==> config.mk <==
export PLATFORM = sky130hd
export DESIGN_NAME = gcd_scheduler
export DESIGN_NICKNAME = d
export VERILOG_FILES = /design/src/rtl/gcd_scheduler.sv
export SDC_FILE = /design/constraint.sdc
export NUM_CORES = 1
export LEC_CHECK = 0
export ABC_CLOCK_PERIOD_IN_PS = 4019
export BUFFER_PORTS_ARGS = -buffer_cell sky130_fd_sc_hd__clkbuf_2
export CELL_PAD_IN_SITES_DETAIL_PLACEMENT = 2
export CELL_PAD_IN_SITES_GLOBAL_PLACEMENT = 2
export CORE_MARGIN = 5
export CORE_UTILIZATION = 27
export DETAILED_ROUTE_END_ITERATION = 12
export PLACE_DENSITY_LB_ADDON = 0.2
export SLEW_MARGIN = 30
export SYNTH_ARGS = -nofsm -noshare
export SYNTH_HDL_FRONTEND = slang
export SYNTH_SLANG_ARGS = --single-unit
export TNS_END_PERCENT = 50
==> constraint.sdc <==
create_clock -name clk -period 4.02 [get_ports clk]
set_input_delay 0.201 -clock clk [delete_from_list [all_inputs] [get_ports clk]]
set_output_delay 0.201 -clock clk [all_outputs]
set_load 0.02 [all_outputs]
==> src/rtl/gcd_scheduler.sv <==
// Round-robin front end that time-shares one subtractive GCD datapath among N requesters.
// Define GCD_WDT_EN to abort jobs that exceed MAX_ITER subtract steps (reported via rsp_err).
module gcd_scheduler #(
  parameter int N        = 4,
  parameter int W        = 16,
  parameter int IDW      = 2,
  parameter int MAX_ITER = 65535
) (
  input  logic           clk,
  input  logic           rst_n,
  input  logic [N-1:0]   req,
  input  logic [N*W-1:0] op_a,
  input  logic [N*W-1:0] op_b,
  output logic [N-1:0]   gnt,
  output logic           busy,
  output logic [W-1:0]   dp_data,
  output logic           ld_a,
  output logic           ld_b,
  output logic           sel1,
  output logic           sel2,
  output logic           sel_in,
  input  logic           lt,
  input  logic           gt,
  input  logic           eq,
  input  logic [W-1:0]   dp_a,
  output logic           rsp_valid,
  output logic [IDW-1:0] rsp_id,
  output logic [W-1:0]   rsp_gcd,
  output logic           rsp_err
);

  if (N < 2 || N > 8 || IDW < $clog2(N) || MAX_ITER < 1) begin : g_bad_params
    $error("gcd_scheduler: illegal parameter combination");
  end

  typedef enum logic [2:0] {
    IDLE, CAPTURE, LOAD_A, LOAD_B, COMPARE, SUB_A, SUB_B, DONE
  } state_t;

  state_t         state, nxt;
  logic [IDW-1:0] rr, rr_nxt, cap_id, pick;
  logic [W-1:0]   cap_a, cap_b, pick_a, pick_b, gcd_nxt;
  logic [N-1:0]   rot;
  logic           found;
  int unsigned    pos, pos1;

`ifdef GCD_WDT_EN
  logic [31:0] wdt_cnt;
  logic        err_nxt;
`endif

  // Rotate requests so bit 0 is the rr pointer; the first set bit wins.
  always_comb begin
    rot    = N'({req, req} >> rr);
    found  = 1'b0;
    pos    = 0;
    pick   = '0;
    pick_a = '0;
    pick_b = '0;
    for (int unsigned i = 0; i < N; i++) begin
      if (!found && rot[i]) begin
        found = 1'b1;
        pos   = 32'(rr) + i;
        if (pos >= N) pos = pos - N;
      end
    end
    pick = IDW'(pos);
    for (int unsigned j = 0; j < N; j++) begin
      if (IDW'(j) == pick) begin
        pick_a = op_a[j*W +: W];
        pick_b = op_b[j*W +: W];
      end
    end
    pos1 = pos + 1;
    if (pos1 >= N) pos1 = 0;
    rr_nxt = IDW'(pos1);
  end

  always_ff @(posedge clk or negedge rst_n) begin
    if (!rst_n) state <= IDLE;
    else        state <= nxt;
  end

  always_comb begin
    nxt     = state;
    gcd_nxt = '0;
`ifdef GCD_WDT_EN
    err_nxt = 1'b0;
`endif
    case (state)
      IDLE:    if (found) nxt = CAPTURE;
      CAPTURE: begin
        if (cap_a == '0 || cap_b == '0) begin
          nxt     = DONE;
          gcd_nxt = (cap_a == '0) ? cap_b : cap_a;
        end else begin
          nxt = LOAD_A;
        end
      end
      LOAD_A:  nxt = LOAD_B;
      LOAD_B:  nxt = COMPARE;
      COMPARE: begin
        // Illegal flag combinations fall through to the eq path.
        if (gt && !lt && !eq)      nxt = SUB_A;
        else if (lt && !gt && !eq) nxt = SUB_B;
        else begin
          nxt     = DONE;
          gcd_nxt = dp_a;
        end
`ifdef GCD_WDT_EN
        if (wdt_cnt == 32'(MAX_ITER) && !eq) begin
          nxt     = DONE;
          gcd_nxt = '0;
          err_nxt = 1'b1;
        end
`endif
      end
      SUB_A:   nxt = COMPARE;
      SUB_B:   nxt = COMPARE;
      DONE:    nxt = IDLE;
      default: nxt = IDLE;
    endcase
  end

  always_ff @(posedge clk or negedge rst_n) begin
    if (!rst_n) begin
      rr     <= '0;
      cap_id <= '0;
      cap_a  <= '0;
      cap_b  <= '0;
    end else if (state == IDLE && found) begin
      rr     <= rr_nxt;
      cap_id <= pick;
      cap_a  <= pick_a;
      cap_b  <= pick_b;
    end
  end

`ifdef GCD_WDT_EN
  always_ff @(posedge clk or negedge rst_n) begin
    if (!rst_n)                                 wdt_cnt <= '0;
    else if (state == CAPTURE)                  wdt_cnt <= '0;
    else if (state == SUB_A || state == SUB_B)  wdt_cnt <= wdt_cnt + 32'd1;
  end

  always_ff @(posedge clk or negedge rst_n) begin
    if (!rst_n) rsp_err <= 1'b0;
    else        rsp_err <= (nxt == DONE) ? err_nxt : 1'b0;
  end
`else
  assign rsp_err = 1'b0;
`endif

  // Outputs are decoded from the next state so they line up with the state register.
  always_ff @(posedge clk or negedge rst_n) begin
    if (!rst_n) begin
      gnt       <= '0;
      busy      <= 1'b0;
      dp_data   <= '0;
      ld_a      <= 1'b0;
      ld_b      <= 1'b0;
      sel1      <= 1'b0;
      sel2      <= 1'b0;
      sel_in    <= 1'b0;
      rsp_valid <= 1'b0;
      rsp_id    <= '0;
      rsp_gcd   <= '0;
    end else begin
      gnt       <= (nxt == CAPTURE) ? (N'(1) << pick) : '0;
      busy      <= (nxt != IDLE);
      dp_data   <= (nxt == LOAD_A) ? cap_a : (nxt == LOAD_B) ? cap_b : '0;
      ld_a      <= (nxt == LOAD_A) || (nxt == SUB_A);
      ld_b      <= (nxt == LOAD_B) || (nxt == SUB_B);
      sel1      <= (nxt == SUB_A);
      sel2      <= (nxt == SUB_B);
      sel_in    <= (nxt == LOAD_A) || (nxt == LOAD_B);
      rsp_valid <= (nxt == DONE);
      if (nxt == DONE) begin
        rsp_id  <= cap_id;
        rsp_gcd <= gcd_nxt;
      end
    end
  end

endmodule

; ---- Word level (Yosys, flattened, before mapping)
; Index checks and enable logic that the tools add are counted.
; Widths: inputs -> output; s select.
[classes]
magnitude_cmp = 5
muxes = 34
shifts = 2
eq_ne = 16
addsub = 8
n_reduce_logical = 24
[op_table]
columns = operator, count
row1 = $mux 32, 8
row2 = $mux 16, 14
row3 = $add 32x1->32 const B, 1
row4 = $ge 32x3->1 const B, 1
row5 = $logic_not 16->1, 2
row6 = $pmux 16 s2, 1
row7 = $eq 3x3->1 const B, 7
row8 = $pmux 3 s6, 1
row9 = $eq 3x2->1 const B, 4
row10 = $sub 3x3->4 const B, 3
row11 = $ge 3x3->1 const B, 3
row12 = $logic_and 1x1->1, 8
row13 = $shr 8x2->4, 1
row14 = $add 2x2->3 const B, 2
row15 = $eq 3x1->1 const B, 2
row16 = $logic_not 1->1, 6
row17 = $mux 3, 2
row18 = $mux 1, 5
row19 = $eq 2x2->1 const A, 2
row20 = $logic_or 1x1->1, 4
row21 = $mux 2, 2
row22 = $mux 4, 1
row23 = $shl 1x2->4 const A, 1
row24 = $sub 2x3->4 const B, 1
row25 = other kinds (7), 7
[word_totals]
output_inout_bits = 46
in_bits = 153
ff_bits = 84
elab_cells = 105

; ---- Depth between registers and ports, before layout
[logic_depth]
ltp_word = 16
depth_mapped = 17
mapped_depth_nobuf = 13

; ---- Least setup slack after synthesis
; OpenSTA, ideal clock, no wires.
[synth_path]
kind = flip-flop to flip-flop
start = reg rr[1]
end = reg rr[1]
path_stages_with_launch = 15
path_buffers = 4
setup_ps = 95
period_less_slack_ps = 3166
path_slack_ps = 854
required_time_ps = 3925
t_arrival_ps = 3070
path_cell_list = dfrtp_1 > clkbuf_1 > nor3_1 > a32oi_1 > o21ai_2 > a32oi_1 > ha_1 > clkbuf_1 > clkbuf_4 > clkbuf_1 > nand2_1 > ha_1 > nor4bb_1 > nand2_1 > o31ai_1
[synth_via]
elab_chain_cells = 14
elab_cells_between_ends = 34
classes_between = add/sub (8) / order compare (5) / shift (1) / mux (13) / reduce/logical (7)
[synth_lines]
columns = element, line_no
row1 = from (decl), 41  ; logic [IDW-1:0] rr, rr_nxt, cap_id, pick;
row2 = from (signal assigned), 132  ; rr <= rr_nxt;
row3 = branches (longest 10 deep; another with $sub 3x3->4), --
row4 = $mux 32 (*), 61  ; if (!found && rot[i]) begin
row5 = named net pos[1], 45  ; int unsigned pos, pos1;
row6 = $add 32x1->32 (*), 74  ; pos1 = pos + 1;
row7 = $ge 32x3->1, 75  ; if (pos1 >= N) pos1 = 0;
row8 = $mux 2 (*), 75
; Mark *: on every way through the listed nets, which the timed path passes.
; A chain may end at the register's enable or synchronous reset.

; ---- Worst setup path after layout
[layout_path]
start = reg rr[0]
end = reg cap_a[2]
[layout_via]
elab_chain_cells = 16
elab_cells_between_ends = 39
classes_between = add/sub (7) / order compare (4) / eq/ne (3) / shift (1) / mux (16) / reduce/logical (8)
[layout_lines]
columns = element, line_no
row1 = branches (longest 10 deep; another with $sub 3x3->4), --
row2 = $mux 32 (*), 61
row3 = named net pos[1], 45
row4 = $logic_not 2->1, 69  ; if (IDW'(j) == pick) begin
row5 = $mux 16 (3 in a row), 69
row6 = $mux 16 (*), 69
row7 = to (signal assigned), 134  ; cap_a <= pick_a;
row8 = to (decl), 42  ; logic [W-1:0] cap_a, cap_b, pick_a, pick_b, gcd_nxt;
; Marks and branches as above.

==> key figures <==
Synth
  – Synthesized netlist cell count: ~520
  – Synth top area share: 0.447
  – Count of flip-flops with a built-in enable after synthesis: 0
  – Sequential element share of the synthesized area: 0.447
  – Number of distinct standard cells referenced by the synthesized netlist: 52
  – Combined area of all synthesized cells: 4700 µm²
  – Net count of the mapped netlist: 684
  – Cell type contributing the most total cell area after synthesis: dfrtp_1
  – Average size of a mapped cell: 9.11 µm²
  – Number of warnings printed during yosys synthesis: 0
  – Register bit total from synthesis: 84
  – Ranking of synthesized cells by area: dfrtp_1, a221oi_1, a22oi_1, nor2_1, a21oi_1
  – Primary flip-flop cell chosen by synthesis mapping: dfrtp_1
  – Synth async-reset ratio: 1.00

Die
  – Overall die area: 20100 µm²
  – Chip Height: roughly 140 µm
  – Io pins: 199
  – # rows: 48
  – Area of the core: 17200 µm²
  – Starting utilization of the core area: 0.274
  – Die width: between 100 and 150 µm

STA
  – Final critical-path required period: 3.62 ns
  – Post-route fraction of the period consumed by the critical path: 0.900
  – Max-slew violation count: 0
  – Final worst clock skew: 0.00872 ns
  – Worst-case setup margin in the final layout: 0.401 ns
  – Worst-Margin Slew: a little under 0.8 ns
  – Final number of setup-violating endpoints: 0
  – Number of failing hold endpoints at the final stage: 0
  – Setup repair after global routing missed its margin: false
  – Max Clk Rate: roughly 0.28 GHz
  – Relative slew slack: 0.477
  – Worst Hold Margin: 0.101 ns
  – Total negative setup slack: 0 ns

Power and ir drop
  – P_int: 0.00261 W
  – Relative contribution of the clock network to total power: 0.193
  – Share of total power in sequential cells: 0.319
  – Peak supply drop: ~0.28 mV
  – Ratio of total power to cell area: 768 nW/µm²
  – Switching part of the total: 0.452
  – Logic pwr share: 0.488
  – Switching power total: 0.00215 W
  – Static Leakage: 2.96 nW

Worst setup path
  – Worst-path fanout max: 24
  – Required time of the critical path: 4.28 ns
  – CP endpoint: cap_a[2]
  – Critical path data arrival time: 3.88 ns
  – Setup Crit Path Kind: reg2reg
  – CP Buf/Inv Count: 3
  – Register-to-register path setup slack: 0.40 ns
  – Series of cell instances along the critical path: inv_1, ha_1, nand2_1, a32oi_1, inv_1, ha_1, nor2_2, buf_12, a221oi_1, nor3_1, a21oi_1, o21ai_0
  – Beginning of the worst register-to-register path: rr[0]
  – Type of origin of the critical path: flop
  – Nature of the critical path endpoint: flop
  – End of the worst register-to-register path: cap_a[2]
  – CP Depth: 12
  – Number of cells traversed by the worst register-to-register path: 12
  – Critical path launch point: rr[0]
  – Family with the most delay on the worst path: compound AO/OA/AOI/OAI gates
  – Slowest-stage cell, CP: dfrtp_1
  – Highest cell delay on the worst timing path: roughly 0.63 ns

Routing
  – Highest metal layer with signal wires: met4
  – Routed met3 length: 1210 µm
  – Routed vias/inst: 5.15
  – WL final: 18600 µm
  – Number of detailed-routing iterations run before antenna repair: 4
  – Average routed wire per standard cell: 20.3 µm
  – Iteration-0 DRC count of the detailed router: 219
  – Met1 WL: 8520 µm
  – Vias post-DR: 4714
  – DRC violations left: 0
  – Met2 wire len: 8640 µm
  – Antenna Nets Post-Route: 0

Clocking
  – CTS tree: done
  – # clock sinks: 84
  – Total CTS buffers: 9
  – Clock latency on the worst-skew pair: about 0.34 ns
  – Worst-path clk slew: about 0.070 ns
  – Root buf cell: clkbuf_16
  – CTS HTree Levels: 3
  – Post-cts resize count: 0
  – Deepest clock path buffer count: 2

Layout
  – Final Instance Count excl. Fillers: 916
  – Antenna cells: 0
  – Number of nets at the end of the flow: approximately 850
  – Proportion of layout cells with a drive suffix above 1: 0.343
  – Filler Cell Count: 1996
  – Synth-to-layout area growth: 32.0%

Worst hold path
  – WHS Path Cells: 2
  – Class of the most critical hold timing path: in2reg

Status
  – Result of the run: complete, no violations

Placement
  – Post-DP HPWL: about 15000 µm
  – Placement Setup Slack: 0.488 ns
  – Port bufs: 197
  – Post-placement cell count: 899
  – Final estimated routing congestion in global placement: 0.800

GRT
  – Antenna violations before repair: 0
  – Largest net degree at the start of global routing: 85
  – Number of global-route vias before repair: approximately 5.2k
  – Total track usage: 0.185
  – Total global routing overflow: 0
  – Wire length of the first global-routing pass: 29400 µm

Job
  – Max-Cap Viols: 0
## sequential cells by signal, summed over array words and instances (netlist names)
name       cells
ld_b           1
cap_b         16
sel2           1
rsp_valid      1
gnt            4
sel1           1
state          3
rsp_id         2
cap_a         16
cap_id         2
rsp_gcd       16
ld_a           1
rr             2
busy           1
sel_in         1
dp_data       16
## timing repair
item	4_1_cts	5_1_grt
hold buffers	1	0
endpoints found under the hold margin	84	0
buffers inserted	0	0
## final cells by class
class / instances / area, µm² / area share
multi-input combinational: 375 / 2380 / 0.384
sequential: 84 / 2100 / 0.339
timing repair buffer: 206 / 1070 / 0.173
tap: 225 / 282 / 0.0454
clock buffer: 13 / 260 / 0.0419
clock inverter: 3 / 68.8 / 0.0111
inverter: 10 / 37.5 / 0.00605
## metal layers
| layer | GRT usage | vias to the layer above |
|---|---|---|
| li1 | - | 2260 |
| met2 | 0.302 | 157 |
| met5 | 0 | - |
| met4 | 0.0480 | 0 |
| met1 | 0.249 | 2278 |
| met3 | 0.0410 | 19 |
## per-stage QoR
stage / utilization / cell area (µm²) / total power, W
6_report: 0.361 / 6200 / 0.00476
5_1_grt: 0.361 / 6200 / 0.00515
4_1_cts: 0.361 / 6200 / 0.00484
3_5_place_dp: 0.341 / 5870 / 0.00389
3_3_place_gp: 0.341 / 5860 / 0.00379
2_1_floorplan: - / 4700 / 0.00300
## cell usage after synthesis (3+ instances only)
cell type,n
a221oi_1,32
nand2_1,42
a22oi_1,28
nor4_1,9
and2_1,3
dfrtp_1,84
nor3b_1,4
o21ai_1,12
and3_1,3
clkbuf_1,37
ha_1,15
nor2_1,51
a221o_1,5
nand2b_1,3
a22o_1,16
nand3b_1,3
nor2b_1,5
nand3_1,3
buf_2,6
nor3_1,34
xnor2_1,3
o21ai_0,34
inv_1,8
a21oi_1,38
## placed cells by master, fill, tap and decap left out, types with 2 or more instances in the layout
master     count
a21oi_1       38
a221o_1        5
a221oi_1      32
a22o_1        16
a22oi_1       28
a31oi_1        2
a31oi_4        2
a32oi_1        2
and2_1         3
and3_1         3
and4_1         2
buf_4          7
bufinv_16      2
clkbuf_1       2
clkbuf_16      9
clkbuf_2     196
clkbuf_8       2
dfrtp_1       84
ha_1          14
inv_1          8
inv_2          2
mux2_1         2
mux2_2         2
nand2_1       41
nand2b_1       3
nand3_1        3
nand3b_1       3
nor2_1        50
nor2_2         2
nor2b_1        5
nor3_1        34
nor3b_1        3
nor4_1         9
nor4bb_1       2
o21ai_0       34
o21ai_1       12
o31ai_1        2
or2_1          2
xnor2_1        3
## worst min-delay path by stage
stage	slack, ns	to	from
finish	0.10	rsp_gcd[7]	dp_a[7]
detailed placement	0.33	ld_a	rst_n
global route	0.1	rsp_gcd[7]	dp_a[7]
floorplan	-0.09	busy	rst_n
CTS	0.09	rsp_gcd[7]	dp_a[7]
global placement	0.44	rsp_gcd[6]	dp_a[6]
## power by group through the flow
stage / clock (W) / sequential, W / combinational [W]
after floorplan: 0 / 0.00154 / 0.00146
after global placement: 0 / 0.00151 / 0.00228
after detailed placement: 0 / 0.00153 / 0.00236
after CTS: 0.000947 / 0.00152 / 0.00237
after global routing: 0.000976 / 0.00157 / 0.00261
final: 0.000920 / 0.00152 / 0.00233
## kinds of logic after synthesis
family | count (synthesis) | share of synthesized area
buf+inv | 57 | 0.0506
mux | 5 | 0.0144
other cells | 1 | 0.000798
fa+ha+maj | 15 | 0.0399
simple gates | 170 | 0.174
compound gates | 181 | 0.268
xor+xnor | 3 | 0.00559
flops | 84 | 0.447
No activity file was read; power rests on OpenSTA's default activity.
